$ cat src/rtl/i2s_leftjustified_rx.sv
// Left-justified serial audio receiver: 24-bit left/right capture from up to 32-bit slots.
// Define I2S_RX_FRAMECHK_EN to compile the strict 32-bit framing check (FRAME_ERR_o).
module i2s_leftjustified_rx (
  input  logic        MCLK_i,
  input  logic        nRST_i,
  input  logic        SCLK_i,
  input  logic        LRCLK_i,
  input  logic        SDATA_i,
  output logic [23:0] PDATA_LEFT_o,
  output logic [23:0] PDATA_RIGHT_o,
  output logic        PDATA_VALID_o,
  output logic        SYNC_o,
  output logic        FRAME_ERR_o,
  output logic        STATE_DBG_o
);

  typedef enum logic {HUNT = 1'b0, LOCK = 1'b1} state_t;

  state_t      state_q, state_d;
  logic [2:0]  sclk_q;
  logic [1:0]  lrclk_q, sdata_q;
  logic        prev_vld_q, prev_vld_d;
  logic        prev_lr_q, prev_lr_d;
  logic        word_lr_q, word_lr_d;
  logic [5:0]  bit_cnt_q, bit_cnt_d;
  logic [9:0]  to_cnt_q, to_cnt_d;
  logic [23:0] shift_q, shift_d;
  logic [23:0] left_hold_q, left_hold_d;
  logic [23:0] out_left_q, out_left_d;
  logic [23:0] out_right_q, out_right_d;
  logic        left_pend_q, left_pend_d;
  logic [1:0]  pair_cnt_q, pair_cnt_d;
  logic        valid_q, valid_d;
  logic        sync_q, sync_d;
  logic        ferr_q, ferr_d;

  logic        strobe, lr_smp, bit_smp, boundary, capture, frame_bad;
  logic [23:0] cap_word;

  // Edge detect on stages 2/3; LRCLK and SDATA stage 2 is aligned with it.
  assign strobe   = sclk_q[1] & ~sclk_q[2];
  assign lr_smp   = lrclk_q[1];
  assign bit_smp  = sdata_q[1];
  // The first strobe after reset only records LRCLK, so a word cut by reset is never taken.
  assign boundary = strobe & prev_vld_q & (lr_smp != prev_lr_q);
  assign capture  = strobe & ~boundary & (bit_cnt_q == 6'd23) & (state_q == LOCK);
  assign cap_word = {shift_q[22:0], bit_smp};

`ifdef I2S_RX_FRAMECHK_EN
  assign frame_bad = boundary & (state_q == LOCK) & (bit_cnt_q != 6'd32);
`else
  assign frame_bad = 1'b0;
`endif

  always_comb begin
    state_d     = state_q;
    prev_vld_d  = prev_vld_q;
    prev_lr_d   = prev_lr_q;
    word_lr_d   = word_lr_q;
    bit_cnt_d   = bit_cnt_q;
    to_cnt_d    = to_cnt_q;
    shift_d     = shift_q;
    left_hold_d = left_hold_q;
    out_left_d  = out_left_q;
    out_right_d = out_right_q;
    left_pend_d = left_pend_q;
    pair_cnt_d  = pair_cnt_q;
    sync_d      = sync_q;
    valid_d     = 1'b0;
    ferr_d      = frame_bad;

    if (strobe) begin
      prev_vld_d = 1'b1;
      prev_lr_d  = lr_smp;
      to_cnt_d   = '0;
      if (boundary) begin
        bit_cnt_d = 6'd1;
        word_lr_d = lr_smp;
      end else if (bit_cnt_q != 6'd63) begin
        bit_cnt_d = bit_cnt_q + 6'd1;
      end
      if (bit_cnt_d <= 6'd24) shift_d = cap_word;
    end else if (to_cnt_q != 10'd1023) begin
      to_cnt_d = to_cnt_q + 10'd1;
    end

    // A short word breaks the left/right pairing.
    if (boundary && (bit_cnt_q < 6'd24)) left_pend_d = 1'b0;

    // An unpaired right word has no consumer, so it goes straight to the output only when paired.
    if (capture) begin
      if (word_lr_q) begin
        left_hold_d = cap_word;
        left_pend_d = 1'b1;
      end else begin
        left_pend_d = 1'b0;
        if (left_pend_q) begin
          out_left_d  = left_hold_q;
          out_right_d = cap_word;
          valid_d     = 1'b1;
          if (pair_cnt_q != 2'd2) pair_cnt_d = pair_cnt_q + 2'd1;
          if (pair_cnt_q != 2'd0) sync_d = 1'b1;
        end
      end
    end

    case (state_q)
      HUNT:    if (boundary) state_d = LOCK;
      LOCK:    if (frame_bad || (!strobe && (to_cnt_q == 10'd1023))) state_d = HUNT;
      default: state_d = HUNT;
    endcase

    if (state_d == HUNT) begin
      left_pend_d = 1'b0;
      pair_cnt_d  = '0;
      sync_d      = 1'b0;
    end
  end

  always_ff @(posedge MCLK_i or negedge nRST_i) begin
    if (!nRST_i) begin
      state_q     <= HUNT;
      sclk_q      <= 3'b111;
      lrclk_q     <= '0;
      sdata_q     <= '0;
      prev_vld_q  <= 1'b0;
      prev_lr_q   <= 1'b0;
      word_lr_q   <= 1'b0;
      bit_cnt_q   <= '0;
      to_cnt_q    <= '0;
      shift_q     <= '0;
      left_hold_q <= '0;
      out_left_q  <= '0;
      out_right_q <= '0;
      left_pend_q <= 1'b0;
      pair_cnt_q  <= '0;
      valid_q     <= 1'b0;
      sync_q      <= 1'b0;
      ferr_q      <= 1'b0;
    end else begin
      state_q     <= state_d;
      sclk_q      <= {sclk_q[1:0], SCLK_i};
      lrclk_q     <= {lrclk_q[0], LRCLK_i};
      sdata_q     <= {sdata_q[0], SDATA_i};
      prev_vld_q  <= prev_vld_d;
      prev_lr_q   <= prev_lr_d;
      word_lr_q   <= word_lr_d;
      bit_cnt_q   <= bit_cnt_d;
      to_cnt_q    <= to_cnt_d;
      shift_q     <= shift_d;
      left_hold_q <= left_hold_d;
      out_left_q  <= out_left_d;
      out_right_q <= out_right_d;
      left_pend_q <= left_pend_d;
      pair_cnt_q  <= pair_cnt_d;
      valid_q     <= valid_d;
      sync_q      <= sync_d;
      ferr_q      <= ferr_d;
    end
  end

  assign PDATA_LEFT_o  = out_left_q;
  assign PDATA_RIGHT_o = out_right_q;
  assign PDATA_VALID_o = valid_q;
  assign SYNC_o        = sync_q;
  assign FRAME_ERR_o   = ferr_q;
  assign STATE_DBG_o   = state_q;

endmodule
$ cat config.mk
export PLATFORM = sky130hd
export DESIGN_NAME = i2s_leftjustified_rx
export DESIGN_NICKNAME = d
export VERILOG_FILES = /design/src/rtl/i2s_leftjustified_rx.sv
export SDC_FILE = /design/constraint.sdc
export NUM_CORES = 1
export LEC_CHECK = 0
export BUFFER_PORTS_ARGS = -buffer_cell sky130_fd_sc_hd__buf_2
export CAP_MARGIN = 5
export CORE_MARGIN = 4
export CORE_UTILIZATION = 35
export DETAILED_ROUTE_END_ITERATION = 7
export PLACE_DENSITY = 0.63
export SLEW_MARGIN = 10
export SYNTH_ARGS = -nofsm -noshare
export SYNTH_HDL_FRONTEND = slang
export SYNTH_SLANG_ARGS = --single-unit
$ cat constraint.sdc
create_clock -name MCLK_i -period 2.6 [get_ports MCLK_i]
set_input_delay 0.39 -clock MCLK_i [delete_from_list [all_inputs] [get_ports MCLK_i]]
set_output_delay 0.39 -clock MCLK_i [all_outputs]
set_load 0.1 [all_outputs]
==> flow_summary.toml, run 1 <==
[layout]
nets = 531
drive_above_1_share = 0.2846
diodes = 0
fin_cells = 718
final_cell_mix = "162 x nand2_1, 124 x dfrtp_1, 54 x buf_2, 27 x mux2_2, 20 x mux2_4"
final_common_cell = "nand2_1"
area_growth_pct = 19.75

[hold_path]
hp-class = "in2async"

[placement]
io_buffer_count = 55
gp_congestion = 0.8023
place_hpwl_um = 6396
dp_cells = 687

[timing]
rsz0062_at_grt = "false"
max_freq_mhz = 465.4
setup_viol = 0
min_period_over_period = 0.8264
relSlewSlack = 0.5589
period_needed_ns = 2.149
tns_ns = 0
finalClockSkew_ns = 0.008480
worstMarginPinSlew_ns = 0.6617
hold_violations = 0
final_max_slew_viol_count = 0

[status]
outcome = "complete, no violations"

[setup_path]
crit_path_max_incr_delay_ns = 0.55
worstPathArrival_ns = 2.49
crit_chain = "ha_1, nand2_1, nor4_4, and3_2, buf_12, nand2_1, nand2_1"
crit_path_start_kind = "flop"
r2r-start = "bit_cnt_q[0]"
crit_path_end_kind = "flop"
rr_endpoint = "PDATA_LEFT_o[20]"
crit_required_ns = 2.94
worstSetupPathType = "reg2reg"
rr_worst_depth = 7
slowest_stage = "and3_2"
cp_common_cell = "nand2_1"
ff2ff_setup_slack_ns = 0.45
critical_path.max_fanout = 28

[power_and_ir_drop]
power_uw = 4919
power_density_nw_per_um2 = 787.6
peakVddDrop_uv = 419.2
p_leak_uw = 0.003289

[clocking]
cts_root_buf = "clkbuf_16"
clk_path_buf_depth = 2
postCtsResizedCells = 0
htreeDepth = 4
cts_setup_buffers = 0
postCtsHoldBufs = 0
cts_tree = "done"
clk_pin_slew_ns = 0.05
clock_latency_ns = 0.41
cts_made_buffers = 17
cts_sinks = 127

[logic_synthesis]
synthCells = 462
async_flop_share = 1.000
syn_area_um2 = 5215
synth-seq-cells = 127
synthDominantCellAreaShare = 0.5950
synth_area_leader_cell = "dfrtp_1"
mappedNetlistNets = 471
synth_warnings = 0
syn_avg_cell_area_um2 = 11.29
yosysSeqAreaShare = 0.6101
synth_top_cells_by_area = "dfrtp_1 60%, nand2_1 12%, mux2_2 5.8%"
synth_ff_type = "dfrtp_1"
synth-edff-count = 0
ys_types = 45

[routing]
finalWirelength_um = 9848
dr.pass1.iters = 4
via_per_inst = 4.740
drc = 0
drt_iter0_drc = 217
wl_per_cell_um = 13.72
antenna_left = 0
vias = 3403

[global_routing]
grt_util_all_layers = 0.1260
grt_pass1_wl_um = 16680
antenna_found_initial = 0
gr-total-overflow = 0
grt_pass1_vias = 3429
grt_start_max_net_pins = 128

[floorplanning]
ioPinCount = 57
initial_utilization = 0.3575
core_area_um2 = 14590
die_area_um2 = 16920
rows = 44
die_w_um = 130.1
die_h_um = 130.1

[flow_run]
maxCapViolCount = 0
[metal layers]
| metal | global-route usage | share of wire | up-vias |
|---|---|---|---|
| met4 | 0.04951 | 0.0095 | 0 |
| met1 | 0.1672 | 0.48 | 1685 |
| met5 | 0 | 0 | - |
| li1 | - | - | 1652 |
| met2 | 0.1919 | 0.46 | 56 |
| met3 | 0.04134 | 0.048 | 10 |
[logic make-up (layout without fill, tap and decap cells)]
logic type / after synthesis / in the layout / share of synthesized area
adder cells (fa/ha/maj): 4 / 4 / 0.009597
XOR/XNOR: 7 / 7 / 0.01176
AO/OA/AOI/OAI: 38 / 38 / 0.04847
multiplexers: 49 / 49 / 0.1197
other: 1 / 1 / 0.0007191
AND/OR/NAND/NOR: 210 / 210 / 0.1713
flip-flops: 127 / 127 / 0.6101
buffers and inverters: 26 / 98 / 0.02831
[power breakdown]
part	internal (uW)	switching (uW)	total, uW
clock	1350	821	2170
combinational	232	179	410
sequential	2150	189	2330
total	3730	1190	4920
[cell type report]
class                   instances  area, um^2
fillers                      1346        8344
flip-flops and latches        127        3182
multi-input cells             309        1892
clock buffers                  21       460.4
repair buffers                 63       375.4
well taps                     184       230.2
clock inverters                10       90.09
inverters                       4       15.01
[worst max-delay path: cells and delay by family (launching register included)]
| kind | cells | cell delay (ns) |
|---|---|---|
| AND/OR/NAND/NOR | 5 | 1.16 |
| buffers and inverters | 1 | 0.23 |
| flip-flops | 1 | 0.38 |
| adder cells (fa/ha/maj) | 1 | 0.31 |
[metrics by stage]
| step | hold slack, ns | utilization | setup WS, ns | instance area (um^2) |
|---|---|---|---|---|
| 6_report | 0.07841 | 0.4280 | 0.4515 | 6245 |
| 5_1_grt | 0.05728 | 0.4280 | 0.2047 | 6245 |
| 4_1_cts | 0.06119 | 0.4280 | 0.4334 | 6245 |
| 3_5_place_dp | 0.3370 | 0.3903 | 0.4490 | 5694 |
| 3_3_place_gp | 0.3362 | 0.3903 | 0.5403 | 5694 |
| 2_1_floorplan | 0.09441 | - | 0.3322 | 5215 |
[worst max-delay path by stage]
stage	startpoint	end	slack [ns]	depth (start not counted)
2_1_floorplan	STATE_DBG_o	left_hold_q[10]	0.33	5
3_3_place_gp	bit_cnt_q[0]	shift_q[22]	0.54	7
3_5_place_dp	bit_cnt_q[0]	PDATA_RIGHT_o[3]	0.45	7
4_1_cts	bit_cnt_q[0]	PDATA_LEFT_o[20]	0.43	7
5_1_grt	bit_cnt_q[0]	PDATA_RIGHT_o[17]	0.20	7
6_report	bit_cnt_q[0]	PDATA_LEFT_o[20]	0.45	7
[Yosys cell counts, types with 2 or more instances]
| cell type | n |
|---|---|
| o21ai_0 | 13 |
| nor2_1 | 15 |
| mux2_2 | 27 |
| nor2b_1 | 4 |
| clkbuf_1 | 7 |
| buf_2 | 6 |
| a21oi_2 | 2 |
| nand3_1 | 6 |
| mux2i_1 | 2 |
| a21oi_1 | 9 |
| nand2_1 | 162 |
| dfstp_2 | 3 |
| and3_1 | 5 |
| nand4_1 | 4 |
| a21boi_1 | 2 |
| xor2_1 | 4 |
| dfrtp_1 | 124 |
| or3_1 | 2 |
| buf_6 | 3 |
| ha_1 | 4 |
| mux2_4 | 20 |
| inv_1 | 4 |
| buf_4 | 5 |
| xnor2_1 | 3 |
| nand2b_1 | 2 |
| nor3_1 | 2 |
| a31oi_1 | 3 |
| and4_1 | 2 |
[sequential cells by signal, summed over array words and instances (netlist names), 2 cells and up]
| signal | flops |
|---|---|
| PDATA_LEFT_o | 24 |
| PDATA_RIGHT_o | 24 |
| left_hold_q | 24 |
| shift_q | 23 |
| to_cnt_q | 10 |
| bit_cnt_q | 6 |
| sclk_q | 3 |
| lrclk_q | 2 |
| pair_cnt_q | 2 |
| sdata_q | 2 |
(Power assumes the default switching activity.)
==> run 2, diff against run 1 <==
--- a/config.mk
+++ b/config.mk
@@ -10,7 +10,7 @@
 export CORE_MARGIN = 4
 export CORE_UTILIZATION = 35
 export DETAILED_ROUTE_END_ITERATION = 7
-export PLACE_DENSITY = 0.63
+export PLACE_DENSITY = 0.65
 export SLEW_MARGIN = 10
 export SYNTH_ARGS = -nofsm -noshare
 export SYNTH_HDL_FRONTEND = slang
==> constraint.sdc (replaced) <==
create_clock -name MCLK_i -period 1.96 [get_ports MCLK_i]
set_input_delay 0.294 -clock MCLK_i [delete_from_list [all_inputs] [get_ports MCLK_i]]
set_output_delay 0.294 -clock MCLK_i [all_outputs]
set_load 0.1 [all_outputs]
==> run 2 against run 1 <==
  * The flow now finishes with violations (setup timing)
  * Maximum frequency grew 7.5%
  * Worst setup slack worse by 0.49 ns
  * Non-clock buffer count increased by 16
  * Core utilization grew 1.5 points
  * Sequential power grew 34%
  * Final cell count increased by 2.2%
  * Sequential cell count stayed put
  * Worst hold slack better by 0.27 ns
  * Global-route usage is 0.75 points higher
  * Die area did not move
  * Via count grew 2.8%
  * Critical path type unchanged
  * Largest power group unchanged
==> flow_summary.toml, run 2 (same netlist as run 1, synthesis figures left out) <==
[placement]
gp_congestion = 0.7756
dp_cells = 695
place_hpwl_um = 7007
io_buffer_count = 55

[routing]
drt_iter0_drc = 245
via_per_inst = 4.766
dr.pass1.iters = 4
dr_wl_met2_um = 4952
wl_per_cell_um = 14.12
finalWirelength_um = 10370
antenna_left = 0
vias = 3498
top_layer_used = "met4"
drc = 0
drt-met1-wl_um = 4654
route.met3.wl_um = 597

[layout]
fillers = 1348
drive_above_1_share = 0.3036
area_growth_pct = 24.06
final_common_cell = "nand2_1"
fin_cells = 734
final_cell_mix = "162 x nand2_1, 123 x dfrtp_1, 54 x buf_2, 24 x mux2_2, 23 x mux2_4"
diodes = 0
finish.utilization = 0.4435
nets = 547

[setup_path]
crit_required_ns = 2.26
worstPathArrival_ns = 2.29
path_buf_inv = 1
rr_worst_depth = 7
rr_endpoint = "shift_q[6]"
crit_path_max_incr_delay_ns = 0.43
critical_path.max_fanout = 18
crit_family = "multiplexers"
slowest_stage = "dfrtp_1"
ff2ff_setup_slack_ns = -0.04
crit_chain = "ha_4, nand3_2, mux2i_1, a21oi_2, a31oi_4, buf_12, mux2_4"
crit_path_end_kind = "flop"
r2r-start = "bit_cnt_q[0]"
crit_path_start_kind = "flop"
worstSetupPathType = "reg2reg"

[global_routing]
grt_pass1_wl_um = 17580
gr-total-overflow = 0
grt_util_all_layers = 0.1335
grt_pass1_vias = 3596
grt_start_max_net_pins = 47
antenna_found_initial = 0

[timing]
fin_ws_ns = -0.03798
min_period_over_period = 1.019
setup_viol = 18
hold_violations = 0
final_max_slew_viol_count = 0
worstMarginPinSlew_ns = 0.6377
holdWs_ns = 0.3449
period_needed_ns = 1.998
rsz0062_at_grt = "true"
relSlewSlack = 0.5749
max_freq_mhz = 500.5
finalClockSkew_ns = 0.007819

[power_and_ir_drop]
comb_power_share = 0.092
peakVddDrop_uv = 669.6
power.internal_uw = 5066
switching_share = 0.2427
p_leak_uw = 0.003401
clockPowerShare = 0.441
power_density_nw_per_um2 = 1034
p_switching_uw = 1623
seqPwrFrac = 0.467

[flow_run]
maxCapViolCount = 0

[clocking]
cts_made_buffers = 17
clk_path_buf_depth = 2
clock_latency_ns = 0.41
htreeDepth = 4
cts_tree = "done"
cts_root_buf = "clkbuf_16"
cts_sinks = 127
clk_pin_slew_ns = 0.06

[hold_path]
hp-class = "reg2reg"
min_from = "sdata_q[0]"
min_to = "sdata_q[1]"
hold_depth = 0

[floorplanning]
initial_utilization = 0.3575
rows = 44
die_h_um = 130.1
ioPinCount = 57
die_w_um = 130.1
core_area_um2 = 14590
die_area_um2 = 16920

[status]
violations = "setup timing"
outcome = "finished, violations left"
[run 2: cell count changes in the layout (fill, tap and decap cells not counted), moves of 3 or more]
cell	before	now
buf_6	0	3
buf_12	3	6
mux2_4	20	23
mux2_2	27	24
dlygate4sd3_1	0	4
clkinvlp_4	3	0
buf_4	6	12
[run 2: how the worst max path moves through the flow]
stage	slack [ns]	cells after the start	start	endpoint
after floorplan	-0.003	8	bit_cnt_q[0]	shift_q[10]
after global placement	0.08	7	bit_cnt_q[0]	shift_q[9]
after detailed placement	0.01	7	bit_cnt_q[0]	shift_q[6]
after CTS	0.001	7	bit_cnt_q[0]	shift_q[6]
after global routing	-0.10	7	bit_cnt_q[0]	shift_q[6]
final	-0.04	7	bit_cnt_q[0]	shift_q[6]
[run 2: power by group through the flow]
stage | combinational, uW | clock [uW] | sequential (uW)
3_3_place_gp | 553 | 0 | 3130
3_5_place_dp | 578 | 0 | 3150
2_1_floorplan | 466 | 0 | 3060
4_1_cts | 589 | 3030 | 3110
5_1_grt | 680 | 3150 | 3170
6_report | 613 | 2950 | 3120
[run 2: area by class of cell]
| cell class | instances | area [um^2] | area share |
|---|---|---|---|
| flip-flops and latches | 127 | 3186 | 0.4924 |
| multi-input cells | 309 | 1929 | 0.2982 |
| repair buffers | 79 | 554.3 | 0.08567 |
| clock buffers | 21 | 440.4 | 0.06807 |
| well taps | 184 | 230.2 | 0.03558 |
| clock inverters | 10 | 115.1 | 0.01779 |
| inverters | 4 | 15.01 | 0.002321 |
[run 2: routing by layer]
| layer | vias up | track usage |
|---|---|---|
| li1 | 1685 | - |
| met1 | 1728 | 0.1733 |
| met2 | 69 | 0.2034 |
| met3 | 16 | 0.04830 |
| met4 | 0 | 0.05501 |
| met5 | - | 0 |
[run 2: what timing repair did]
action | CTS | global route
setup endpoints to repair | 0 | 97
resized for setup | 0 | 12
hold endpoints to repair | 44 | 0
hold buffers | 4 | 0
buffers inserted | 0 | 4
[run 2: stage by stage]
step	TNS, ns	instance area (um^2)	total power, uW	setup slack, ns
final	-0.4887	6470	6689	-0.03798
after floorplan	-0.05716	5230	3522	-0.002858
after global routing	-2.550	6470	6992	-0.1012
after global placement	0	5798	3684	0.07529
after CTS	0	6394	6725	0.001239
after detailed placement	0	5798	3730	0.01481
